[src/rtl/sik_pkg.sv]
// sik_pkg: shared widths, opcodes and thread-id type for the two-thread stack processor.
package sik_pkg;
  localparam int WORD_W = 16;
  localparam int PRE_W = 4;
  localparam int IMM_W = 12;
  localparam logic [3:0] OP_PRE = 4'h0;
  localparam logic [3:0] OP_JMP = 4'h1;
  localparam logic [3:0] OP_CALL = 4'h2;
  localparam logic [3:0] OP_ALU = 4'h3;
  localparam logic [3:0] OP_LIT = 4'h4;
  localparam logic [3:0] OP_SYS = 4'hF;
  localparam logic [WORD_W-1:0] NOOP = 16'h3000;
  typedef logic tid_t;
endpackage

[src/rtl/thread_sched_rr_pick2.sv]
// rr_pick2: combinational two-way round-robin picker favouring the thread not granted last.
module rr_pick2
  import sik_pkg::*;
(
  input  logic [1:0] req,
  input  tid_t       last,
  output logic       gnt_valid,
  output tid_t       gnt_tid
);
  assign gnt_valid = |req;
  assign gnt_tid = &req ? ~last : req[1];
endmodule

[src/rtl/thread_sched.sv]
// thread_sched: per-thread PC, prefix and halt state with round-robin fetch slot issue.
module thread_sched
  import sik_pkg::*;
#(
  parameter int AW = 16,
  parameter logic [AW-1:0] PC_T0 = 16'h0000,
  parameter logic [AW-1:0] PC_T1 = 16'h0001,
  parameter int PC_STEP = 2
) (
  input  logic             clk,
  input  logic             reset,
  input  logic             stall,
  input  logic             redir_valid,
  input  tid_t             redir_tid,
  input  logic [IMM_W-1:0] redir_imm,
  input  logic             pre_load,
  input  tid_t             pre_tid,
  input  logic [PRE_W-1:0] pre_val,
  input  logic             halt_req,
  input  tid_t             halt_tid,
  output logic             fetch_valid,
  output logic [AW-1:0]    fetch_addr,
  output tid_t             fetch_tid,
  output logic [1:0]       halted,
  output logic             halt
);
  logic [AW-1:0] pc [2];
  logic [AW-1:0] np [2];
  logic [PRE_W-1:0] pre [2];
  logic [1:0] pre_v, hn, rd;
  tid_t last_tid, gt;
  logic gv, issue;
  // halt requested this cycle already removes the thread from selection
  assign hn = halted | (halt_req ? (2'b01 << halt_tid) : 2'b00);
  assign issue = !stall && gv;
  rr_pick2 u_pick (
    .req(~hn),
    .last(last_tid),
    .gnt_valid(gv),
    .gnt_tid(gt)
  );
  always_comb begin
    rd = '0;
    for (int i = 0; i < 2; i++) begin
      rd[i] = redir_valid && redir_tid == 1'(i) && !hn[i];
      np[i] = !rd[i] ? pc[i] : pre_v[i] ? AW'({pre[i], redir_imm}) : {pc[i][AW-1:IMM_W], redir_imm};
    end
  end
  always_ff @(posedge clk) begin
    if (!reset) begin
      pc[0] <= PC_T0;
      pc[1] <= PC_T1;
      pre[0] <= '0;
      pre[1] <= '0;
      pre_v <= '0;
      halted <= '0;
      halt <= 1'b0;
      fetch_valid <= 1'b0;
      fetch_addr <= '0;
      fetch_tid <= 1'b0;
      last_tid <= 1'b1;
    end else begin
      halted <= hn;
      halt <= &halted;
      fetch_valid <= issue;
      for (int i = 0; i < 2; i++) begin
        pc[i] <= (issue && gt == 1'(i)) ? np[i] + AW'(PC_STEP) : np[i];
        if (rd[i]) pre_v[i] <= 1'b0;
        // a same-cycle PRE lands after the redirect consumed the old prefix
        if (pre_load && pre_tid == 1'(i)) begin
          pre[i] <= pre_val;
          pre_v[i] <= 1'b1;
        end
      end
      if (issue) begin
        fetch_addr <= np[gt];
        fetch_tid <= gt;
        last_tid <= gt;
      end
    end
  end
endmodule

[config.mk]
export PLATFORM = sky130hd
export DESIGN_NAME = thread_sched
export DESIGN_NICKNAME = d
export VERILOG_FILES = /design/src/rtl/sik_pkg.sv /design/src/rtl/thread_sched_rr_pick2.sv /design/src/rtl/thread_sched.sv
export SDC_FILE = /design/constraint.sdc
export NUM_CORES = 1
export LEC_CHECK = 0
export ABC_AREA = 1
export CORE_ASPECT_RATIO = 0.75
export CORE_MARGIN = 2
export CORE_UTILIZATION = 44
export CTS_BUF_LIST = sky130_fd_sc_hd__clkbuf_16
export CTS_CLUSTER_DIAMETER = 120
export DETAILED_ROUTE_END_ITERATION = 16
export PLACE_DENSITY = 0.66
export SYNTH_ARGS = -nofsm -noshare
export SYNTH_HDL_FRONTEND = slang
export SYNTH_SLANG_ARGS = --single-unit
[constraint.sdc]
create_clock -name clk -period 3.7 [get_ports clk]
set_clock_uncertainty 0.05 [all_clocks]
set_input_delay 0.37 -clock clk [delete_from_list [all_inputs] [get_ports clk]]
set_output_delay 0.37 -clock clk [all_outputs]
set_load 0.03 [all_outputs]
; Word level (Yosys, flattened, before mapping)
; Memory sizes are Yosys's and may differ from the RTL's.
; Index checks and enable logic that the tools add are counted.
[classes]
add_sub_neg = 2
shifts = 1
order_cmp = 1
n_reduce_logical = 17
mux = 27
bitwise = 11
[ops]
columns = cell, n
row1 = 16-bit 2-to-1 mux, 11
row2 = "16-bit by 2-bit adder with 16-bit output, second input constant", 2
row3 = 1-bit 2-to-1 mux, 13
row4 = 1-bit logical AND, 9
row5 = 4-bit 2-to-1 mux, 2
row6 = 1-bit NOT, 4
row7 = 1-bit OR, 4
row8 = 2-bit AND reduction, 2
row9 = 2-bit nonzero test, 2
row10 = 1-bit zero test, 3
row11 = "2-bit >= comparator, second input constant", 1
row12 = 2-bit 2-to-1 mux, 1
row13 = 1-bit NOT with 2-bit output, 1
row14 = 2-bit NOT, 1
row15 = 2-bit OR, 1
row16 = 2-bit OR reduction, 1
row17 = "1-bit by 1-bit left shift with 2-bit output, first input constant", 1
[totals]
reg_bits = 24
n_memories = 2
ram_bits = 40
out_inout_bits = 21
[memory_table]
columns = name, words, word_bits, read_ports, rd_ports_with_merged_regs, wr, line
row1 = pc, 2, 16, 2, 0, 2, thread_sched.sv:27  ; logic [AW-1:0] pc [2];
row2 = pre, 2, 4, 2, 0, 2, thread_sched.sv:29  ; logic [PRE_W-1:0] pre [2];

; Logic depth before layout (Yosys ltp)
; Gate-level depths: netlist of the first run.
[logic_depth]
depth_word = 10
ltp_mapped = 15

; Cells and area by module
; A second synthesis of the first run with hierarchy kept.
[hier_totals]
hier_cells = 509
hier_area_um2 = 3478.3
[by_module_without_submodules]
columns = mod, area_per_inst_um2, seq_area_each_um2, cells_per_inst, n_inst
row1 = thread_sched, 3463.3, 1361.3, 506, 1
row2 = rr_pick2, 15.0, 0.0, 3, 1

; Least setup slack after synthesis of the first run
; Ideal clock, no wire load.
[synth_path]
path_type = reg-to-reg
startpoint = register halted[1]
endpoint = memory pc[0][9]
arrival_time_ps = 1624
n_path_buf = 0
stages_incl_launch_ff = 12
period_less_slack_ps = 1794
setup_ps = 119
path_slack_ps = 1906
cell_sequence = dfxtp_1 -> inv_2 -> nand2_2 -> inv_2 -> nand2_1 -> inv_2 -> nor2_8 -> nand3_4 -> nor2_4 -> nand2_1 -> o21ai_0 -> a21oi_1
[synth_rtl]
columns = element, line
row1 = from (decl), thread_sched.sv:24  ; output logic [1:0] halted,
row2 = from (signal assigned), thread_sched.sv:63  ; halted <= hn;
row3 = to (decl), thread_sched.sv:27

==> PnR_summary.wiki, run 1 <==
{| class="wikitable"
! Metric !! Value
|-
| Share of final-layout standard cells stronger than drive strength 1 || 11.7%
|-
| Number of antenna diodes || 0
|-
| Core Footprint || 0.00747 mm²
|-
| Area after DPL || 0.00395 mm²
|-
| Worst min path class || reg -> reg
|-
| CP Max Fanout || 20
|-
| Routed length per placed instance || 14.3 µm
|-
| # H-tree levels || 3
|-
| Origin of the critical flop-to-flop path || halted[1]
|-
| Layout overhead on the synthesized area || 24.2%
|-
| Reg power frac || 37.6%
|-
| Combinational group share of total power || 14.1%
|-
| Worst R2R Setup Slack || 1.56 ns
|-
| Insertion delay to the later sink of the worst-skew pair || 0.33 ns
|-
| Total detailed-routing wirelength || 9260 µm
|-
| Clock-pin slew reported for the worst setup and hold paths after clock tree synthesis || 0.06 ns
|-
| Proportion of power drawn by the clock network || 48.3%
|-
| Synthesis warning total || 0
|-
| Inserted Clock Buffers || 9
|-
| Switching power total || 0.526 mW
|-
| Unrepaired setup endpoints after global routing || no
|-
| Maximum buffer depth of the clock tree || 2
|-
| Fin Setup TNS || 0 ns
|-
| Count of buffers from port buffering || 45
|-
| WHS Path Cells || 2
|-
| End point of the worst hold path || fetch_tid
|-
| Initial standard-cell utilization of the core || 46.4%
|-
| Adder and majority gate portion of the synthesized area || 0%
|-
| Max Cap Violations || 0
|-
| Synth top area cells || sky130_fd_sc_hd__dfxtp_1 (32%), sky130_fd_sc_hd__nand2_1 (18%), sky130_fd_sc_hd__edfxtp_1 (6.9%)
|-
| Number of instances in the synthesized netlist || 501
|-
| Switch share || 26.0%
|-
| Leakage power summed over all cells || 1.78 nW
|-
| Number of DRC violations after detailed routing || 0
|-
| Cell row count || 27
|-
| Number of search-and-repair iterations in the first detailed-routing pass || 5
|-
| Fraction of post-synthesis cell area in the top cell type by area || 32.4%
|-
| All-layer global routing usage || 22.7%
|-
| Iteration-0 DRC count of the detailed router || 253
|-
| Sequential element share of the synthesized area || 39.3%
|-
| Critical path class || in -> reg
|-
| Synth Area in XOR/XNOR || 0%
|-
| Max_slew headroom || 38.4%
|-
| Run status || finished, final reports clean
|-
| Avg Cell Area, Syn || 6.91 µm²
|-
| DIE AREA || 0.00860 mm²
|-
| Post-route clock period utilization || 64.9%
|-
| Total of fill cells in the finished design || 708
|-
| Vertical die dimension || 80.8 µm
|-
| Vias in the first global route || 2943
|-
| Boundary Pins || 46
|-
| Gates resized, CTS repair || 0
|-
| Peak ir drop on the vdd network || 272 µV
|-
| Final number of hold-violating endpoints || 0
|-
| Pwr dens || 471 mW/mm²
|-
| Hold path startpoint || fetch_tid
|-
| TritonCTS clock tree || done
|-
| Clock root buffer || sky130_fd_sc_hd__clkbuf_16
|-
| CTS hold repair buffers || 0
|-
| Overall Power || 2.02 mW
|-
| Shortest period the worst path allows || 2.40 ns
|-
| Portion of netlist area occupied by mux cells || 0.615%
|-
| DR vias/cell || 5.06
|-
| Endpoint kind of the worst setup timing path || flop
|-
| First-pass GRT wire length || 14900 µm
|-
| Routability cong. || 0.860
|-
| Largest net degree at the start of global routing || 36
|-
| Cells on worst reg2reg path || 11
|-
| Post-synthesis cell area || 0.00346 mm²
|-
| Post-CTS Repair Setup Buffers || 0
|-
| Area fraction in compound gates after synthesis || 13.4%
|-
| Largest family of logic cells by synthesized area || simple AND/OR/NAND/NOR gates
|-
| Total via count after detailed routing || 3282
|-
| # setup viols final || 0
|-
| Post-DRT Antenna Nets || 0
|-
| Initial antenna violation count || 0
|-
| Total gr overflow || 0
|-
| Synthesized Nets || 526
|-
| Number of synthesized register bits || 64
|-
| Arrival time at the worst endpoint || 2.61 ns
|-
| Post-synth cell types || 40
|-
| Clock tree sinks || 64
|-
| Reg2reg end || pc[0][11]
|-
| Number of max-slew violations in the final report || 0
|-
| Area of all placed cells without fillers || 0.00430 mm²
|-
| Final Net Count || 568
|-
| Tightest Pin Transition || 0.923 ns
|-
| Chip width || 106 µm
|-
| Cell type with the largest total area after synthesis || sky130_fd_sc_hd__dfxtp_1
|-
| Detailed-placement wirelength estimate || 6800 µm
|-
| Basic-gate share of the synthesized area counting and, or, nand and nor cells || 37.2%
|-
| Maximum operating frequency || 0.416 GHz
|-
| Data required time at the worst endpoint || 3.91 ns
|-
| Internal power || 1.50 mW
|-
| Kind of start point of the critical path || primary input
|}
## cells in the mapped netlist
master,n
sky130_fd_sc_hd__nand2_1,166
sky130_fd_sc_hd__nor2_1,58
sky130_fd_sc_hd__dfxtp_1,56
sky130_fd_sc_hd__inv_1,52
sky130_fd_sc_hd__o21ai_0,23
sky130_fd_sc_hd__a21oi_1,20
sky130_fd_sc_hd__nand3_1,14
sky130_fd_sc_hd__nand2_2,12
sky130_fd_sc_hd__a31oi_1,11
sky130_fd_sc_hd__o21ai_1,10
sky130_fd_sc_hd__edfxtp_1,8
sky130_fd_sc_hd__clkbuf_1,7
sky130_fd_sc_hd__inv_2,7
sky130_fd_sc_hd__nand4_1,5
sky130_fd_sc_hd__buf_6,4
sky130_fd_sc_hd__nor2_2,4
sky130_fd_sc_hd__nor2_4,4
sky130_fd_sc_hd__nor3_1,4
sky130_fd_sc_hd__o21ai_2,4
sky130_fd_sc_hd__nand3_2,3
sky130_fd_sc_hd__nor2_8,3
sky130_fd_sc_hd__a22oi_1,2
sky130_fd_sc_hd__buf_2,2
sky130_fd_sc_hd__buf_4,2
sky130_fd_sc_hd__nand2_4,2
sky130_fd_sc_hd__o21a_1,2
sky130_fd_sc_hd__o21bai_1,2
sky130_fd_sc_hd__o2bb2ai_1,2
sky130_fd_sc_hd__a221oi_1,1
sky130_fd_sc_hd__a22o_1,1
sky130_fd_sc_hd__buf_1,1
sky130_fd_sc_hd__clkinv_2,1
sky130_fd_sc_hd__mux2_2,1
sky130_fd_sc_hd__mux2i_1,1
sky130_fd_sc_hd__nand3_4,1
sky130_fd_sc_hd__nand4_2,1
sky130_fd_sc_hd__nor3_4,1
sky130_fd_sc_hd__nor3b_1,1
sky130_fd_sc_hd__nor3b_2,1
sky130_fd_sc_hd__o21ai_4,1
## worst max-delay path: stages
cell	delay, ns
sky130_fd_sc_hd__clkdlybuf4s50_1	0.51
sky130_fd_sc_hd__inv_2	0.04
sky130_fd_sc_hd__nand2_2	0.09
sky130_fd_sc_hd__nand2_2	0.11
sky130_fd_sc_hd__nand2_1	0.10
sky130_fd_sc_hd__nand2_2	0.29
sky130_fd_sc_hd__nor2_8	0.37
sky130_fd_sc_hd__nand3_4	0.16
sky130_fd_sc_hd__nor2_4	0.17
sky130_fd_sc_hd__nand2_1	0.11
sky130_fd_sc_hd__o21ai_1	0.14
sky130_fd_sc_hd__inv_1	0.05
sky130_fd_sc_hd__nor2_1	0.09
## area by class of cell
type	count	area [µm²]	share of cell area (%)
clock inverters	7	120	2.79
flip-flops and latches	64	1360	31.7
inverters	60	226	5.27
clock buffers	9	225	5.24
well taps	101	126	2.94
multi-input cells	361	1770	41.3
repair buffers	47	465	10.8
## sequential cells by signal, indices dropped and copies added, names as in the netlist
register,count
fetch_tid,1
pre,8
halted,2
pc,32
halt,1
pre_v,2
fetch_valid,1
last_tid,1
fetch_addr,16
## power by group through the flow
stage          combinational (mW)  sequential, mW  clock (mW)
2_1_floorplan               0.168           0.795           0
3_3_place_gp                0.281           0.776           0
3_5_place_dp                0.283           0.776           0
4_1_cts                     0.284           0.762       0.989
5_1_grt                     0.314           0.765        1.02
6_report                    0.285           0.762       0.978
## how the worst max path moves through the flow
stage	start	endpoint	depth (start not counted)
6_report	halt_tid	pc[0][11]	13
4_1_cts	halt_tid	pc[0][11]	13
3_5_place_dp	halt_tid	pc[0][9]	12
5_1_grt	redir_valid	pc[0][31]	13
3_3_place_gp	halt_tid	pc[0][11]	13
2_1_floorplan	halted[1]	pc[0][9]	11
## kinds of logic (layout without fill, tap and decap cells)
kind of cell / Yosys count / count (layout)
AND/OR/NAND/NOR: 280 / 280
AO/OA/AOI/OAI: 79 / 79
buffers and inverters: 76 / 123
flip-flops: 64 / 64
multiplexers: 2 / 2
## stage by stage
stage | util [%] | setup slack (ns) | cells | hold slack (ns)
after floorplan | - | 1.91 | 501 | 0.374
after global placement | 52.9 | 0.976 | 633 | 0.426
after detailed placement | 52.9 | 0.955 | 633 | 0.421
after CTS | 57.6 | 1.31 | 649 | 0.428
after global routing | 57.6 | 1.10 | 649 | 0.448
final | 57.6 | 1.30 | 649 | 0.424
## routing by layer
metal	share of wire, %	vias to the layer above	track usage [%]
li1	-	1679	-
met1	51	1493	33.6
met2	42	98	33.4
met3	6.3	12	5.22
met4	1.0	0	5.66
met5	0	-	0
## layout by cell type, fill, tap and decap left out, drive strengths merged, types with 3 or more instances in the layout
| cell type | netlist | final |
|---|---|---|
| nand2 | 180 | 180 |
| nor2 | 69 | 69 |
| inv | 59 | 59 |
| dfxtp | 56 | 56 |
| clkdlybuf4s50 | 0 | 45 |
| o21ai | 38 | 38 |
| a21oi | 20 | 20 |
| nand3 | 18 | 18 |
| a31oi | 11 | 11 |
| clkbuf | 7 | 9 |
| edfxtp | 8 | 8 |
| nand4 | 6 | 6 |
| nor3 | 5 | 5 |
| clkinvlp | 0 | 4 |
| bufinv | 0 | 3 |
Power figures use the tool's default switching activity.
==> inputs of run 2 (changes only) <==
--- a/config.mk
+++ b/config.mk
@@ -12,7 +12,7 @@
 export CTS_BUF_LIST = sky130_fd_sc_hd__clkbuf_16
 export CTS_CLUSTER_DIAMETER = 120
 export DETAILED_ROUTE_END_ITERATION = 16
-export PLACE_DENSITY = 0.66
+export PLACE_DENSITY = 0.69
 export SYNTH_ARGS = -nofsm -noshare
 export SYNTH_HDL_FRONTEND = slang
 export SYNTH_SLANG_ARGS = --single-unit
==> constraint.sdc (replaced) <==
create_clock -name clk -period 2.2 [get_ports clk]
set_clock_uncertainty 0.05 [all_clocks]
set_input_delay 0.22 -clock clk [delete_from_list [all_inputs] [get_ports clk]]
set_output_delay 0.22 -clock clk [all_outputs]
set_load 0.03 [all_outputs]
==> run 2 against run 1 <==
Effect of this change: via count up 6.9%; combinational power up 97%; critical endpoint is now pc[0][28]; highest routed layer unchanged; final cell count up 6.0%; utilization up 4.2 points; sequential power up 68%.
==> PnR_summary.wiki, run 2 (synthesis results as in run 1) <==
{| class="wikitable"
! Metric !! Value
|-
| Regs by FF count || pc: 32 flops, fetch_addr: 16 flops, pre: 8 flops
|-
| Detailed-placement wirelength estimate || 7390 µm
|-
| Max_slew headroom || 67.8%
|-
| Total detailed-routing wirelength || 10100 µm
|-
| Area after DPL || 0.00425 mm²
|-
| Reg power frac || 36.6%
|-
| Switch share || 26.3%
|-
| Gates resized, CTS repair || 0
|-
| Register with the highest flop count || pc
|-
| Final number of hold-violating endpoints || 0
|-
| Pwr dens || 758 mW/mm²
|-
| Vertical die dimension || 80.8 µm
|-
| Post-DRT Antenna Nets || 0
|-
| Maximum buffer depth of the clock tree || 2
|-
| Routed length per placed instance || 14.7 µm
|-
| Worst min path class || reg -> reg
|-
| TritonCTS clock tree || done
|-
| # H-tree levels || 3
|-
| Most common cell after layout, fill and taps aside || sky130_fd_sc_hd__nand2_1
|-
| Inserted Clock Buffers || 9
|-
| Layout overhead on the synthesized area || 33.3%
|-
| Vias in the first global route || 3311
|-
| Shortest period the worst path allows || 2.01 ns
|-
| Iteration-0 DRC count of the detailed router || 314
|-
| Run status || finished, final reports clean
|-
| Switching power total || 0.920 mW
|-
| Post-CTS Repair Setup Buffers || 0
|-
| Proportion of power drawn by the clock network || 47.3%
|-
| First-pass GRT wire length || 16400 µm
|-
| Leakage power summed over all cells || 1.99 nW
|-
| Number of search-and-repair iterations in the first detailed-routing pass || 5
|-
| Maximum operating frequency || 0.497 GHz
|-
| Count of buffers from port buffering || 45
|-
| Initial antenna violation count || 0
|-
| Number of DRC violations after detailed routing || 0
|-
| Number of max-slew violations in the final report || 0
|-
| Overall Power || 3.50 mW
|-
| Share of final-layout standard cells stronger than drive strength 1 || 17.5%
|-
| Chip width || 106 µm
|-
| Final Net Count || 607
|-
| Max Cap Violations || 0
|-
| Clock-pin slew reported for the worst setup and hold paths after clock tree synthesis || 0.06 ns
|-
| Clock root buffer || sky130_fd_sc_hd__clkbuf_16
|-
| DIE AREA || 0.00860 mm²
|-
| Most used cells in the layout excluding fill and tap cells || sky130_fd_sc_hd__nand2_1 (166), sky130_fd_sc_hd__nor2_1 (58), sky130_fd_sc_hd__dfxtp_1 (56)
|-
| Core Footprint || 0.00747 mm²
|-
| Critical path class || in -> reg
|-
| Tightest Pin Transition || 0.482 ns
|-
| CTS hold repair buffers || 0
|-
| Unrepaired setup endpoints after global routing || no
|-
| Combinational group share of total power || 16.1%
|-
| Cell row count || 27
|-
| Flip-flop count of the largest register, all copies and words added || 32
|-
| Total gr overflow || 0
|-
| Peak ir drop on the vdd network || 324 µV
|-
| Data required time at the worst endpoint || 2.41 ns
|-
| DR vias/cell || 5.10
|-
| Largest net degree at the start of global routing || 36
|-
| Kind of start point of the critical path || primary input
|-
| Initial standard-cell utilization of the core || 46.4%
|-
| Total via count after detailed routing || 3509
|-
| Insertion delay to the later sink of the worst-skew pair || 0.33 ns
|-
| Endpoint kind of the worst setup timing path || flop
|-
| CP Max Fanout || 14
|-
| Clock tree sinks || 64
|-
| Non-Filler Instances || 688
|-
| Arrival time at the worst endpoint || 2.22 ns
|-
| Number of antenna diodes || 0
|-
| # setup viols final || 0
|-
| All-layer global routing usage || 25.0%
|-
| Area of all placed cells without fillers || 0.00461 mm²
|-
| Post-route clock period utilization || 91.4%
|-
| Cell Count Post-Placement || 671
|-
| Routability cong. || 0.900
|-
| Internal power || 2.58 mW
|-
| Boundary Pins || 46
|}
-- run 2: cell count changes in the layout (fill, tap and decap cells not counted), sizes merged --
cell	previous run	this run
clkinvlp	4	2
clkdlybuf4s50	45	44
nor2	69	70
clkinv	1	2
dlymetal6s2s	0	1
inv	59	60
buf	2	40
-- run 2: worst max-delay path, cell delays in order --
cell	delay [ns]
sky130_fd_sc_hd__clkdlybuf4s50_1	0.44
sky130_fd_sc_hd__nand2_2	0.12
sky130_fd_sc_hd__nand2_2	0.11
sky130_fd_sc_hd__nor2_8	0.23
sky130_fd_sc_hd__buf_4	0.16
sky130_fd_sc_hd__nand2_1	0.07
sky130_fd_sc_hd__nand2_1	0.11
sky130_fd_sc_hd__nand2_1	0.08
sky130_fd_sc_hd__nor2_2	0.14
sky130_fd_sc_hd__inv_2	0.08
sky130_fd_sc_hd__o21ai_1	0.16
sky130_fd_sc_hd__nand2_1	0.10
sky130_fd_sc_hd__a21oi_1	0.17
-- run 2: worst paths after layout --
| kind | slack (ns) | cells after the start | start | end |
|---|---|---|---|---|
| setup / recovery | 0.19 | 13 | halt_req | pc[0][28] |
| hold / removal | 0.42 | 2 | pc[0][16] | pc[0][16] |
| setup reg to reg | 0.23 | 12 | halted[1] | pc[0][28] |
| hold reg to reg | 0.42 | 2 | pc[0][16] | pc[0][16] |
-- run 2: routing by layer --
metal / up-vias / global-route usage [%] / part of all wire [%]
li1: 1763 / - / -
met1: 1601 / 36.1 / 48
met2: 132 / 37.4 / 43
met3: 13 / 6.42 / 8.0
met4: 0 / 6.18 / 1.0
met5: - / 0 / 0
-- run 2: layout make-up --
class | count | area [µm²]
Fill cell | 663 | 2850
Multi-Input combinational cell | 362 | 1790
Sequential cell | 64 | 1360
Timing Repair Buffer | 85 | 766
Inverter | 60 | 226
Clock buffer | 9 | 225
Tap cell | 101 | 126
Clock inverter | 7 | 119
-- run 2: per-stage QoR --
step	setup TNS, ns	hold slack (ns)	util (%)	worst slack (ns)
finish	0	0.418	61.8	0.189
global route	0	0.446	61.8	0.0105
CTS	0	0.420	61.5	0.152
detailed placement	-0.984	0.404	56.9	-0.147
global placement	-0.937	0.394	56.9	-0.171
floorplan	0	0.305	-	0.406
-- run 2: power by group through the flow --
stage | clock network (mW) | registers, mW | logic (mW)
6_report | 1.66 | 1.28 | 0.562
3_5_place_dp | 0 | 1.31 | 0.543
2_1_floorplan | 0 | 1.34 | 0.283
4_1_cts | 1.67 | 1.28 | 0.551
3_3_place_gp | 0 | 1.31 | 0.538
5_1_grt | 1.73 | 1.29 | 0.612
==> inputs of run 3 (changes only) <==
--- a/config.mk
+++ b/config.mk
@@ -11,6 +11,7 @@
 export CORE_UTILIZATION = 44
 export CTS_BUF_LIST = sky130_fd_sc_hd__clkbuf_16
 export CTS_CLUSTER_DIAMETER = 120
+export CTS_CLUSTER_SIZE = 28
 export DETAILED_ROUTE_END_ITERATION = 16
 export PLACE_DENSITY = 0.69
 export SYNTH_ARGS = -nofsm -noshare
==> results of run 3 <==
Same layout as run 2: the final DEF is identical, and so are final timing and power.
